File: config.mk
export PLATFORM = sky130hd
export DESIGN_NAME = wta_sched_flat
export DESIGN_NICKNAME = d
export VERILOG_FILES = /design/src/rtl/wta_sched_if.sv /design/src/rtl/wta_sched.sv /design/src/flat_wrapper.sv
export SDC_FILE = /design/constraint.sdc
export NUM_CORES = 1
export LEC_CHECK = 0
export ABC_AREA = 0
export BUFFER_PORTS_ARGS = -buffer_cell sky130_fd_sc_hd__buf_2
export CORE_ASPECT_RATIO = 1.1
export CORE_MARGIN = 1.5
export CORE_UTILIZATION = 46
export CTS_CLUSTER_DIAMETER = 30
export DETAILED_ROUTE_END_ITERATION = 8
export PLACE_DENSITY = 0.77
export SLEW_MARGIN = 20
export SYNTH_ARGS = -nofsm -noshare
export SYNTH_HDL_FRONTEND = slang
export SYNTH_SLANG_ARGS = --single-unit
File: constraint.sdc
create_clock -name i_clk -period 4.8 [get_ports i_clk]
set_input_delay 0.24 -clock i_clk [delete_from_list [all_inputs] [get_ports i_clk]]
set_output_delay 0.24 -clock i_clk [all_outputs]
set_load 0.02 [all_outputs]
File: src/rtl/wta_sched_if.sv
// ============================================================================
// wta_sched_if : decision, potential-store and comparator bus of wta_sched
// Rev 1.0 - initial release
// ============================================================================
`default_nettype none

interface wta_sched_if #(
  parameter int P_WIDTH  = 19,
  parameter int P_GROUPS = 4
);
  localparam int N  = 5 * P_GROUPS;
  localparam int AW = $clog2(P_GROUPS);
  localparam int WW = $clog2(N);

  logic                   i_start;
  logic                   i_abort;
  logic [P_WIDTH-1:0]     i_thresh;
  logic                   o_busy;
  logic                   o_rd_en;
  logic [AW-1:0]          o_rd_addr;
  logic [5*P_WIDTH-1:0]   i_rd_data;
  logic [5*P_WIDTH-1:0]   o_cmp_vec;
  logic [4:0]             i_cmp_index;
  logic [P_WIDTH-1:0]     i_cmp_result;
  logic                   o_done;
  logic                   o_fire;
  logic [WW-1:0]          o_winner;
  logic [P_WIDTH-1:0]     o_max;
  logic                   o_err;

  modport master (
    input  i_start, i_abort, i_thresh, i_rd_data, i_cmp_index, i_cmp_result,
    output o_busy, o_rd_en, o_rd_addr, o_cmp_vec, o_done, o_fire, o_winner,
           o_max, o_err
  );

  modport slave (
    output i_start, i_abort, i_thresh, i_rd_data, i_cmp_index, i_cmp_result,
    input  o_busy, o_rd_en, o_rd_addr, o_cmp_vec, o_done, o_fire, o_winner,
           o_max, o_err
  );
endinterface

`default_nettype wire

File: src/rtl/wta_sched.sv
// ============================================================================
// wta_sched : winner-take-all scheduler sharing one 5-input max comparator
// Rev 1.0 - initial release
// ============================================================================
`default_nettype none

module wta_sched #(
  parameter int P_WIDTH  = 19,
  parameter int P_GROUPS = 4
) (
  input  logic        i_clk,
  input  logic        i_rst,
  wta_sched_if.master bus
);
  localparam int N  = 5 * P_GROUPS;
  localparam int AW = $clog2(P_GROUPS);
  localparam int WW = $clog2(N);

  typedef enum logic [2:0] {
    IDLE  = 3'd0,
    FETCH = 3'd1,
    WAIT  = 3'd2,
    CMP   = 3'd3,
    DONE  = 3'd4
  } state_t;

  state_t               state_q, state_d;
  logic [AW-1:0]        g_q, g_d;
  logic [P_WIDTH-1:0]   thresh_q, thresh_d;
  logic [P_WIDTH-1:0]   best_q, best_d;
  logic [WW-1:0]        idx_q, idx_d;
  logic                 have_q, have_d;
  logic [5*P_WIDTH-1:0] cmp_vec_q, cmp_vec_d;
  logic                 fire_q, fire_d;
  logic [WW-1:0]        winner_q, winner_d;
  logic [P_WIDTH-1:0]   max_q, max_d;
  logic                 err_q, err_d;

  logic [2:0]           w_lane;
  logic                 w_any;
  logic                 w_onehot;
  logic                 w_take;
  logic                 w_have_nx;
  logic [P_WIDTH-1:0]   w_best_nx;
  logic [WW-1:0]        w_idx_nx;
  logic [WW-1:0]        w_cand_idx;
  logic                 w_last;

  always_comb begin
    w_lane = 3'd0;
    for (int k = 0; k < 5; k++) begin
      if (bus.i_cmp_index[k]) w_lane = 3'(k);
    end
  end

  // A candidate replaces the running best only on strict greater-than, so earlier groups win ties.
  always_comb begin
    w_any      = |bus.i_cmp_index;
    w_onehot   = w_any && ((bus.i_cmp_index & (bus.i_cmp_index - 5'd1)) == 5'd0);
    w_cand_idx = WW'((5 * int'(g_q)) + int'(w_lane));
    w_take     = w_onehot && (!have_q || (bus.i_cmp_result > best_q));
    w_have_nx  = have_q | w_take;
    w_best_nx  = w_take ? bus.i_cmp_result : best_q;
    w_idx_nx   = w_take ? w_cand_idx : idx_q;
    w_last     = (g_q == AW'(P_GROUPS - 1));
  end

  always_comb begin
    state_d   = state_q;
    g_d       = g_q;
    thresh_d  = thresh_q;
    best_d    = best_q;
    idx_d     = idx_q;
    have_d    = have_q;
    cmp_vec_d = cmp_vec_q;
    fire_d    = fire_q;
    winner_d  = winner_q;
    max_d     = max_q;
    err_d     = err_q;

    if ((state_q != IDLE) && bus.i_abort) begin
      state_d  = IDLE;
      fire_d   = 1'b0;
      winner_d = '0;
      max_d    = '0;
    end else begin
      case (state_q)
        IDLE: begin
          if (bus.i_start) begin
            state_d  = FETCH;
            g_d      = '0;
            best_d   = '0;
            idx_d    = '0;
            have_d   = 1'b0;
            thresh_d = bus.i_thresh;
            fire_d   = 1'b0;
            winner_d = '0;
            max_d    = '0;
            err_d    = 1'b0;
          end
        end
        FETCH: state_d = WAIT;
        WAIT: begin
          cmp_vec_d = bus.i_rd_data;
          state_d   = CMP;
        end
        CMP: begin
          best_d = w_best_nx;
          idx_d  = w_idx_nx;
          have_d = w_have_nx;
          if (w_any && !w_onehot) err_d = 1'b1;
          if (w_last) begin
            // Results are decided from the post-update best so the last group counts.
            state_d  = DONE;
            fire_d   = w_have_nx && (w_best_nx >= thresh_q);
            winner_d = (w_have_nx && (w_best_nx >= thresh_q)) ? w_idx_nx : '0;
            max_d    = w_have_nx ? w_best_nx : '0;
          end else begin
            g_d     = g_q + AW'(1);
            state_d = FETCH;
          end
        end
        DONE:    state_d = IDLE;
        default: state_d = IDLE;
      endcase
    end
  end

  always_ff @(posedge i_clk or posedge i_rst) begin
    if (i_rst) begin
      state_q   <= IDLE;
      g_q       <= '0;
      thresh_q  <= '0;
      best_q    <= '0;
      idx_q     <= '0;
      have_q    <= 1'b0;
      cmp_vec_q <= '0;
      fire_q    <= 1'b0;
      winner_q  <= '0;
      max_q     <= '0;
      err_q     <= 1'b0;
    end else begin
      state_q   <= state_d;
      g_q       <= g_d;
      thresh_q  <= thresh_d;
      best_q    <= best_d;
      idx_q     <= idx_d;
      have_q    <= have_d;
      cmp_vec_q <= cmp_vec_d;
      fire_q    <= fire_d;
      winner_q  <= winner_d;
      max_q     <= max_d;
      err_q     <= err_d;
    end
  end

  assign bus.o_busy    = (state_q != IDLE);
  assign bus.o_rd_en   = (state_q == FETCH);
  assign bus.o_rd_addr = (state_q == FETCH) ? g_q : '0;
  assign bus.o_cmp_vec = cmp_vec_q;
  assign bus.o_done    = (state_q == DONE);
  assign bus.o_fire    = fire_q;
  assign bus.o_winner  = winner_q;
  assign bus.o_max     = max_q;
  assign bus.o_err     = err_q;

endmodule

`default_nettype wire
File: src/flat_wrapper.sv
// flat-port wrapper written by rule: the top's interface ports become plain ports
module wta_sched_flat 
#(
  parameter int P_WIDTH  = 19,
  parameter int P_GROUPS = 4
)
  (i_clk, i_rst, bus_i_start, bus_i_abort, bus_i_thresh, bus_i_rd_data, bus_i_cmp_index, bus_i_cmp_result, bus_o_busy, bus_o_rd_en, bus_o_rd_addr, bus_o_cmp_vec, bus_o_done, bus_o_fire, bus_o_winner, bus_o_max, bus_o_err);
  wta_sched_if #(.P_WIDTH(P_WIDTH), .P_GROUPS(P_GROUPS)) bus_i ();
  input  logic i_clk;
  input  logic i_rst;
  input wire logic [$bits(bus_i.i_start)-1:0] bus_i_start;
  input wire logic [$bits(bus_i.i_abort)-1:0] bus_i_abort;
  input wire logic [$bits(bus_i.i_thresh)-1:0] bus_i_thresh;
  input wire logic [$bits(bus_i.i_rd_data)-1:0] bus_i_rd_data;
  input wire logic [$bits(bus_i.i_cmp_index)-1:0] bus_i_cmp_index;
  input wire logic [$bits(bus_i.i_cmp_result)-1:0] bus_i_cmp_result;
  output wire logic [$bits(bus_i.o_busy)-1:0] bus_o_busy;
  output wire logic [$bits(bus_i.o_rd_en)-1:0] bus_o_rd_en;
  output wire logic [$bits(bus_i.o_rd_addr)-1:0] bus_o_rd_addr;
  output wire logic [$bits(bus_i.o_cmp_vec)-1:0] bus_o_cmp_vec;
  output wire logic [$bits(bus_i.o_done)-1:0] bus_o_done;
  output wire logic [$bits(bus_i.o_fire)-1:0] bus_o_fire;
  output wire logic [$bits(bus_i.o_winner)-1:0] bus_o_winner;
  output wire logic [$bits(bus_i.o_max)-1:0] bus_o_max;
  output wire logic [$bits(bus_i.o_err)-1:0] bus_o_err;
  assign bus_i.i_start = bus_i_start;
  assign bus_i.i_abort = bus_i_abort;
  assign bus_i.i_thresh = bus_i_thresh;
  assign bus_i.i_rd_data = bus_i_rd_data;
  assign bus_i.i_cmp_index = bus_i_cmp_index;
  assign bus_i.i_cmp_result = bus_i_cmp_result;
  assign bus_o_busy = bus_i.o_busy;
  assign bus_o_rd_en = bus_i.o_rd_en;
  assign bus_o_rd_addr = bus_i.o_rd_addr;
  assign bus_o_cmp_vec = bus_i.o_cmp_vec;
  assign bus_o_done = bus_i.o_done;
  assign bus_o_fire = bus_i.o_fire;
  assign bus_o_winner = bus_i.o_winner;
  assign bus_o_max = bus_i.o_max;
  assign bus_o_err = bus_i.o_err;
  wta_sched #(.P_WIDTH(P_WIDTH), .P_GROUPS(P_GROUPS)) u_core (.i_clk(i_clk), .i_rst(i_rst), .bus(bus_i));
endmodule
==> flow_summary.ini <==
[outcome]
status = finished, final reports clean

[clock_network]
clkLatencyLatePin_ns = 0.42
clock_path_buffers = 2
hold_buffers = 0
cts.root.buffer_cell = clkbuf_16
clkSinkCount = 170
ctsResizeCount = 0
cts_buffers = 17
h-tree-depth = 4
cts_tree = yes
clk_pin_slew_ns = 0.07
cts_setup_buffers = 0

[timing]
fin_tns_setup_ns = 0
hold_viol = 0
rsz0062_at_grt = false
relSlewSlack_pct = 35.6
finalWorstPathRequiredPeriod_ns = 4.43
finalCritPeriodShare_pct = 92.2
clock_skew_ns = 0.00627
finalSetupViolations = 0
fmax_mhz = 226
tightest_slew_ns = 0.963
drv_slew = 0

[global_routing]
grt_pass1_wl_um = 30500
grt_pass1_vias = 5720
antenna_found_initial = 1
grtUsageTotal_pct = 22.2
grt_max_degree = 171
grt.overflow.total = 0

[cells_and_area]
antenna_cells = 0
syn_to_final_growth_pct = 27.7
design_area_um2 = 10000
final_common_cell = buf_2
final_nets = 1068
final_cell_mix = 267 x buf_2, 170 x dfrtp_1, 101 x mux2_2, 47 x inv_1, 45 x ha_1
n_fill_cell = 1309
drive_gt1_share_pct = 48.0
multiInputGateArea_um2 = 3290
ff_latch_area_um2 = 4250

[worst_setup_path]
rr_startpoint = u_core.best_q[17]
end_kind = flop
crit_required_ns = 5.08
arrival_ns = 4.70
r2r_slack_ns = 0.37
crit-reg2reg-capture = u_core.bus.o_winner[3]
r2r_cells = 15
cp-start-kind = flop
critical_path_class = reg2reg
path_max_fanout = 20

[logic_synthesis]
synthFlopType = dfrtp_1
synth.ff_latch_count = 170
syn_area_um2 = 7840
yosysWarnings = 0
syn_inst = 617
synth_edf_count = 0
yosysSeqAreaShare_pct = 54.3
syn_nets = 805
synth_cell_type_count = 46
syn_area_per_cell_um2 = 12.7
synth-async-reset-ratio_pct = 100

[die]
io_pins = 268
core-area_um2 = 16500
die_h_um = 140
die_width_um = 127
rows = 49
initial_utilization_pct = 47.5
dieArea_um2 = 17800

[placement]
postPlaceCellArea_um2 = 9380
hpwl_um = 14500
globalplace.congestion = 0.859
portBuffers = 267

[power]
power.leakage_nw = 5.10
switching_share_pct = 37.7
power.share.clock_pct = 24.1
peakVddDrop_mv = 0.266
power.net_switching_mw = 2.28
p_int_mw = 3.76
seqPwrFrac_pct = 36.6
finalPower_mw = 6.03
p_per_area_nw_per_um2 = 603
p_comb_share_pct = 39.3

[routing]
drc = 0
wire_per_inst_um = 17.8
drt_iter0_drc = 308
routed_via_density = 5.30
dr.pass1.iters = 4
ant_nets = 0
dr_total_vias = 5811
wirelength_um = 19500

[job]
drv_cap = 0

[min_path]
hold_path_startpoint = bus_i_thresh[16]
holdPathEnd = u_core.thresh_q[16]
min_path_cells = 3
hp-class = in2reg
-- critical path, stage by stage (launching register included) --
cell and delay [ns]:
dfrtp_1 0.40, inv_1 0.06, ha_1 0.31, and4_1 0.24, nand4_1 0.18, or4_1 0.61
nand3_4 0.35, mux2_2 0.40, ha_1 0.29, a21o_1 0.16, nand3_1 0.08, a21oi_1 0.07
a2111oi_0 0.35, a211oi_1 0.14, o21bai_1 0.46, o21ai_0 0.19
-- cell families (layout without fill, tap and decap cells) --
kind of cell    Yosys count  count (layout)  share of synthesized area, %
flops                   170             170                          54.3
buf+inv                  78             354                          4.04
mux                     120             120                          17.8
compound gates          112             112                          10.5
fa+ha+maj                47              47                          7.58
simple gates             87              87                          5.57
xor+xnor                  3               3                         0.335
-- how the worst max path moves through the flow --
stage                            startpoint                endpoint  cells past startpoint
after floorplan           u_core.best_q[12]  u_core.bus.o_winner[0]                     16
after global placement    u_core.best_q[12]  u_core.bus.o_winner[4]                     16
after detailed placement  u_core.best_q[17]  u_core.bus.o_winner[1]                     15
after CTS                 u_core.best_q[17]  u_core.bus.o_winner[4]                     15
after global routing      u_core.best_q[12]  u_core.bus.o_winner[3]                     16
final                     u_core.best_q[17]  u_core.bus.o_winner[3]                     15
-- cells in the mapped netlist (3+ instances only) --
master      n  area, um^2
mux2_2    101        1140
clkbuf_1   20        75.1
dfrtp_1   170        4250
buf_2       7        35.0
mux2_4     13         195
mux2i_1     6        60.1
nor2_1     17        63.8
and2_1      3        18.8
ha_1       45         563
nor3_1      4        20.0
nand4_1     9        56.3
a21oi_1    14        70.1
nand3b_1    3        22.5
a21o_1     10        75.1
o21ai_0    31         155
a32o_1     18         180
a211oi_1    4        30.0
nand2_1    36         135
a22o_1     24         210
inv_1      48         180
-- power by group through the flow --
stage	Sequential [mW]	Clock, mW	Combinational [mW]
after floorplan	2.72	0	1.06
after global placement	2.20	0	2.35
after detailed placement	2.23	0	2.39
after CTS	2.21	1.48	2.40
after global routing	2.26	1.54	2.57
final	2.21	1.45	2.37
-- per-stage QoR --
stage / utilization (%) / hold slack [ns] / worst slack [ns] / instances
2_1_floorplan: - / 0.311 / 1.14 / 617
5_1_grt: 60.7 / 0.0183 / 0.0795 / 1097
4_1_cts: 60.7 / 0.0123 / 0.407 / 1097
3_5_place_dp: 56.9 / 0.451 / 0.402 / 1065
3_3_place_gp: 56.9 / 0.449 / 0.514 / 1065
6_report: 60.7 / 0.0248 / 0.374 / 1097
-- state kept, by name (all words and copies together) (netlist names) --
signal,flops
u_core.bus.o_err,1
u_core.thresh_q,19
u_core.bus.o_max,19
u_core.have_q,1
u_core.best_q,19
u_core.state_q,3
u_core.idx_q,5
u_core.g_q,2
u_core.bus.o_cmp_vec,95
u_core.bus.o_winner,5
u_core.bus.o_fire,1
-- area by class of cell --
class / count / area share, %
repair buffers: 274 / 14.0
clock buffers: 17 / 4.25
flip-flops and latches: 170 / 42.5
inverters: 48 / 1.84
well taps: 204 / 2.55
clock inverters: 15 / 2.05
multi-input cells: 369 / 32.8
-- layer usage --
metal  vias to the layer above  part of all wire [%]  track usage (%)
li1                       2744                     -                -
met1                      2816                    40             26.0
met2                       210                    49             37.7
met3                        39                   7.8             7.10
met4                         2                   2.5             8.61
met5                         -                 0.067                0
Note: power is estimated with default switching activity, not from simulation.
